**src/rtl/usr_pkg.sv**
```systemverilog
// Shared definitions for the usr_param shift register: MODE encodings, FSM states
// and the burst-capable mode predicate. Rotation is enabled by the USR_ROTATE_EN macro.
package usr_pkg;

    localparam logic [2:0] MODE_HOLD  = 3'b000;
    localparam logic [2:0] MODE_SHR   = 3'b001;
    localparam logic [2:0] MODE_SHL   = 3'b010;
    localparam logic [2:0] MODE_LOAD  = 3'b011;
    localparam logic [2:0] MODE_ROR   = 3'b100;
    localparam logic [2:0] MODE_ROL   = 3'b101;
    localparam logic [2:0] MODE_ASR   = 3'b110;
    localparam logic [2:0] MODE_HOLD7 = 3'b111;

    typedef enum logic [1:0] {
        ST_IDLE = 2'b00,
        ST_RUN  = 2'b01,
        ST_FIN  = 2'b10
    } state_t;

    // Only shift/rotate modes may run as a multi-step burst.
    function automatic logic is_burst_mode(input logic [2:0] mode);
        logic ok;
        case (mode)
            MODE_SHR, MODE_SHL, MODE_ASR: ok = 1'b1;
`ifdef USR_ROTATE_EN
            MODE_ROR, MODE_ROL:           ok = 1'b1;
`endif
            default:                      ok = 1'b0;
        endcase
        return ok;
    endfunction

endpackage

```
**src/rtl/usr_step.sv**
```systemverilog
// Combinational next-value function of the universal shift register, shared by the
// single-step and burst paths. Rotate modes are active only with USR_ROTATE_EN.
module usr_step
    import usr_pkg::*;
#(
    parameter int WIDTH = 8
) (
    input  logic [2:0]       mode,
    input  logic [WIDTH-1:0] data,
    input  logic [WIDTH-1:0] din,
    input  logic             sin_r,
    input  logic             sin_l,
    output logic [WIDTH-1:0] nxt
);

    // Per-mode next register value.
    always_comb begin
        nxt = data;
        case (mode)
            MODE_HOLD:  nxt = data;
            MODE_SHR:   nxt = {sin_r, data[WIDTH-1:1]};
            MODE_SHL:   nxt = {data[WIDTH-2:0], sin_l};
            MODE_LOAD:  nxt = din;
`ifdef USR_ROTATE_EN
            MODE_ROR:   nxt = {data[0], data[WIDTH-1:1]};
            MODE_ROL:   nxt = {data[WIDTH-2:0], data[WIDTH-1]};
`else
            MODE_ROR:   nxt = data;
            MODE_ROL:   nxt = data;
`endif
            MODE_ASR:   nxt = {data[WIDTH-1], data[WIDTH-1:1]};
            MODE_HOLD7: nxt = data;
            default:    nxt = data;
        endcase
    end

endmodule

```
**src/rtl/usr_param.sv**
```systemverilog
// Universal shift register with single-step operation and counted bursts (IDLE/RUN/FIN).
// Optional rotate modes are controlled by the USR_ROTATE_EN macro.
module usr_param
    import usr_pkg::*;
#(
    parameter int WIDTH = 8,
    parameter int CW    = $clog2(WIDTH + 1)
) (
    input  logic             clock,
    input  logic             reset,
    input  logic [2:0]       MODE,
    input  logic [WIDTH-1:0] DATAIN,
    input  logic             SIN_R,
    input  logic             SIN_L,
    input  logic             START,
    input  logic [CW-1:0]    COUNT,
    output logic [WIDTH-1:0] DATAOUT,
    output logic             SOUT_R,
    output logic             SOUT_L,
    output logic             BUSY,
    output logic             DONE
);

    state_t           state_r, state_s;
    logic [2:0]       mode_r, mode_s;
    logic [CW-1:0]    count_r, count_s;
    logic [WIDTH-1:0] data_r, data_s;
    logic             busy_r, busy_s;
    logic             done_r, done_s;
    logic [2:0]       step_mode_s;
    logic [WIDTH-1:0] step_s;

    // During a burst the latched mode drives the step function, otherwise the live MODE.
    always_comb begin
        if (state_r == ST_RUN) begin
            step_mode_s = mode_r;
        end else begin
            step_mode_s = MODE;
        end
    end

    usr_step #(.WIDTH(WIDTH)) u_step (
        .mode  (step_mode_s),
        .data  (data_r),
        .din   (DATAIN),
        .sin_r (SIN_R),
        .sin_l (SIN_L),
        .nxt   (step_s)
    );

    // Next-state, next-data and next-flag logic.
    always_comb begin
        state_s = state_r;
        mode_s  = mode_r;
        count_s = count_r;
        data_s  = data_r;
        case (state_r)
            ST_IDLE: begin
                if (START && is_burst_mode(MODE)) begin
                    mode_s  = MODE;
                    count_s = COUNT;
                    if (COUNT == {CW{1'b0}}) begin
                        state_s = ST_FIN;
                    end else begin
                        state_s = ST_RUN;
                    end
                end else begin
                    data_s = step_s;
                end
            end
            ST_RUN: begin
                data_s  = step_s;
                count_s = count_r - CW'(1'b1);
                if (count_r == CW'(1'b1)) begin
                    state_s = ST_FIN;
                end else begin
                    state_s = ST_RUN;
                end
            end
            ST_FIN:  state_s = ST_IDLE;
            default: state_s = ST_IDLE;
        endcase
        busy_s = (state_s != ST_IDLE);
        done_s = (state_s == ST_FIN);
    end

    // State, data and status registers; BUSY/DONE are registered copies of the next state decode.
    always_ff @(posedge clock or posedge reset) begin
        if (reset) begin
            state_r <= ST_IDLE;
            mode_r  <= 3'b000;
            count_r <= {CW{1'b0}};
            data_r  <= {WIDTH{1'b0}};
            busy_r  <= 1'b0;
            done_r  <= 1'b0;
        end else begin
            state_r <= state_s;
            mode_r  <= mode_s;
            count_r <= count_s;
            data_r  <= data_s;
            busy_r  <= busy_s;
            done_r  <= done_s;
        end
    end

    assign DATAOUT = data_r;
    assign SOUT_R  = data_r[0];
    assign SOUT_L  = data_r[WIDTH-1];
    assign BUSY    = busy_r;
    assign DONE    = done_r;

endmodule

```
**config.mk**
```make
export PLATFORM = sky130hd
export DESIGN_NAME = usr_param
export DESIGN_NICKNAME = d
export VERILOG_FILES = /design/src/rtl/usr_pkg.sv /design/src/rtl/usr_step.sv /design/src/rtl/usr_param.sv
export SDC_FILE = /design/constraint.sdc
export NUM_CORES = 1
export LEC_CHECK = 0
export BUFFER_PORTS_ARGS = -buffer_cell sky130_fd_sc_hd__buf_2
export CORE_MARGIN = 1
export CORE_UTILIZATION = 46
export CTS_CLUSTER_DIAMETER = 100
export DETAILED_ROUTE_END_ITERATION = 8
export HOLD_SLACK_MARGIN = 0.05
export PLACE_DENSITY = 0.69
export SKIP_LAST_GASP = 1
export SLEW_MARGIN = 10
export SYNTH_ARGS = -nofsm -noshare
export SYNTH_HDL_FRONTEND = slang
export SYNTH_HIERARCHICAL = 1
export SYNTH_SLANG_ARGS = --single-unit
```
**constraint.sdc**
```tcl
create_clock -name clock -period 6.4 [get_ports clock]
set_input_delay 0.64 -clock clock [delete_from_list [all_inputs] [get_ports clock]]
set_output_delay 0.64 -clock clock [all_outputs]
set_load 0.03 [all_outputs]
```
==> impl_metrics.tcl <==
set metrics [dict create \
    holdCritPathClass "input pin to async pin" \
    finish.utilization_pct 54.60 \
    slew_headroom_pct 18.32 \
    grt-ovfl-total 0 \
    area_growth_pct 9.904 \
    switching_power_uw 439.1 \
    powerDensity_nw_per_um2 513.6 \
    ys_async_sr_fraction_pct 100.0 \
    p_total_uw 884.2 \
    h-tree-depth 1 \
    synth_top_cell_by_area "dfrtp_1" \
    cts_root_buf "clkbuf_4" \
    die_area_um2 3643 \
    min_period_ns 3.616 \
    synth_nets 193 \
    grt_pass1_wl_mm 6.272 \
    syn_area_per_cell_um2 9.161 \
    num_antenna_cells 0 \
    cts_tree "yes" \
    portBuffers 31 \
    synth_top_cell_area_share_pct 30.35 \
    cap_violations 0 \
    synthTopCellsByArea "dfrtp_1 30%, o32ai_1 6.7%, nand3_1 5.8%" \
    synth-seq-area-share_pct 30.35 \
    cts_made_buffers 3 \
    slew_violations 0 \
    fin_worst_skew_ns 0.003484 \
    crit_path_max_fanout 21 \
    dieWidth_um 60.36 \
    status "finished, final reports clean" \
    timing.rr.end "DATAOUT[1]$_DFFE_PP0P_" \
    die_y_um 60.36 \
    grt_antenna_before_repair 0 \
    hold_violations 0 \
    max_freq_mhz 276.6 \
    vias 1469 \
    synthCells 171 \
    floorplan.rows 20 \
    ys_ff_latch 19 \
    drt_iter0_drc 119 \
    nNetsFinal 215 \
    wl_mm 3.793 \
    io_pins 32 \
    critical_path_class "flop to flop" \
    r2r_slack_ns 2.78 \
    grt_pass1_vias 1366 \
    syn_area_um2 1567 \
    leakagePower_uw 0.0007121 \
    peakVddDrop_uv 255.7 \
    cts_resized 0 \
    worst_pin_slew_ns 1.217 \
    cp.required_ns 6.59 \
    path_clk_slew_ns 0.10 \
    synth_warnings 6 \
    hold_buffers 0 \
    pwr-share-seq_pct 28.3 \
    crit_path_start_kind "flop" \
    comb_power_share_pct 64.8 \
    postRouteAntennaNets 0 \
    grt_max_degree 22 \
    mostFrequentLayoutCell "buf_2" \
    core_area_um2 3153 \
    drc 0 \
    setup_viol 0 \
    intPower_uw 445.1 \
    drt_first_pass_iters 4 \
    cp.arrival_ns 3.81 \
    fin_crit_sh_pct 56.49 \
    cts_setup_buffers 0 \
    initial_core_util_pct 49.68 \
    drive_gt1_share_pct 25.52 \
    ys_types 41 \
    dp_hpwl_mm 2.732 \
    viasPerCell 6.225 \
    fillers 307 \
    cts_max_path_buffers 2 \
    final.setup.tns_ns 0 \
    synth_ff_type "dfrtp_1" \
    clock-sinks 19 \
    critPathLaunch "state_r[1]$_DFF_PP0_" \
    synth_edf_count 0 \
    wire_per_inst_um 16.07 \
    mostFrequentLayoutCells "31 x buf_2, 19 x dfrtp_1, 18 x nand3_1" \
    clkLatencyLatePin_ns 0.30 \
    gp_congestion 0.8998 \
    reg2reg_from "state_r[1]$_DFF_PP0_" \
    cp-end-kind "flop" \
    grt_use_total_pct 22.92 \
    rsz0062_at_grt "false" \
    r2r_cells 8 \
    p_clk_share_pct 6.9 \
    sw_frac_of_total_pct 49.66 \
]
## layer usage
metal,share of wire [%],vias up,track usage [%]
met2,48,57,36.11
met4,1.3,0,7.641
li1,-,699,-
met5,0,-,0
met3,6.4,9,4.051
met1,45,704,31.82
## metrics by stage
stage	std cells	instance area (µm²)	setup WS, ns	hold WS [ns]
5_1_grt	236	1722	2.476	0.4917
3_5_place_dp	232	1695	2.912	0.5036
4_1_cts	236	1722	2.876	0.4518
3_3_place_gp	232	1695	3.094	0.4981
6_report	236	1722	2.784	0.4284
2_1_floorplan	171	1567	3.954	0.4779
## sequential cells by signal, summed over array words and instances (netlist names)
signal   flops
DATAOUT      8
mode_r       3
count_r      4
DONE         1
BUSY         1
state_r      2
## worst max-delay path by stage
stage | slack, ns | cells past startpoint | to
finish | 2.78 | 8 | DATAOUT[1]$_DFFE_PP0P_
global route | 2.48 | 8 | DATAOUT[1]$_DFFE_PP0P_
CTS | 2.88 | 8 | DATAOUT[3]$_DFFE_PP0P_
detailed placement | 2.91 | 8 | DATAOUT[3]$_DFFE_PP0P_
global placement | 3.09 | 8 | DATAOUT[3]$_DFFE_PP0P_
floorplan | 3.95 | 10 | DATAOUT[1]$_DFFE_PP0P_
## Yosys cell counts (2+ instances only)
cell       number
nor2_1          7
nor3_2          4
nand3_1        18
nor3_1          4
buf_2           5
dfrtp_1        19
inv_1           7
nand2_1         9
o22ai_1         2
mux2_2          2
mux2_1          4
o221ai_1        2
or2b_1          2
buf_6           2
mux2i_1         3
nor2b_1        10
nand2b_1        5
a21oi_1         2
ha_1            2
buf_4           2
o32ai_1        12
mux2_4          5
o211ai_1       11
o2111ai_1       3
a22oi_1         9
clkbuf_1        5
## layout make-up
type	instances	area (µm²)	share of cell area, %
multi-input cells	131	983.4	57.12
flip-flops and latches	19	475.5	27.62
repair buffers	31	155.1	9.012
well taps	44	55.05	3.198
clock buffers	4	26.28	1.526
inverters	7	26.28	1.526
## critical path, cell delays in order, from the launching register on
cell,delay (ns)
dfrtp_1,0.65
nand2b_1,0.47
o21ai_1,1.03
nand2b_1,0.40
o32ai_1,0.43
nor3_2,0.08
nor2b_1,0.15
a22oi_1,0.19
nand3_1,0.09
## cell families after synthesis
family	after synthesis	share of synthesized area, %
and+or+nand+nor	67	25.08
muxes	14	11.02
buffers and inverters	21	6.869
DFF	19	30.35
AOI/OAI and AO/OA	48	25.08
adders and majority gates	2	1.597
## power groups by stage
stage	clock (µW)	combinational (µW)	sequential [µW]
2_1_floorplan	0	436	275
3_3_place_gp	0	554	247
3_5_place_dp	0	568	251
4_1_cts	62.8	572	249
5_1_grt	69.6	633	260
6_report	60.8	573	250
Note: power is estimated with default switching activity, not from simulation.
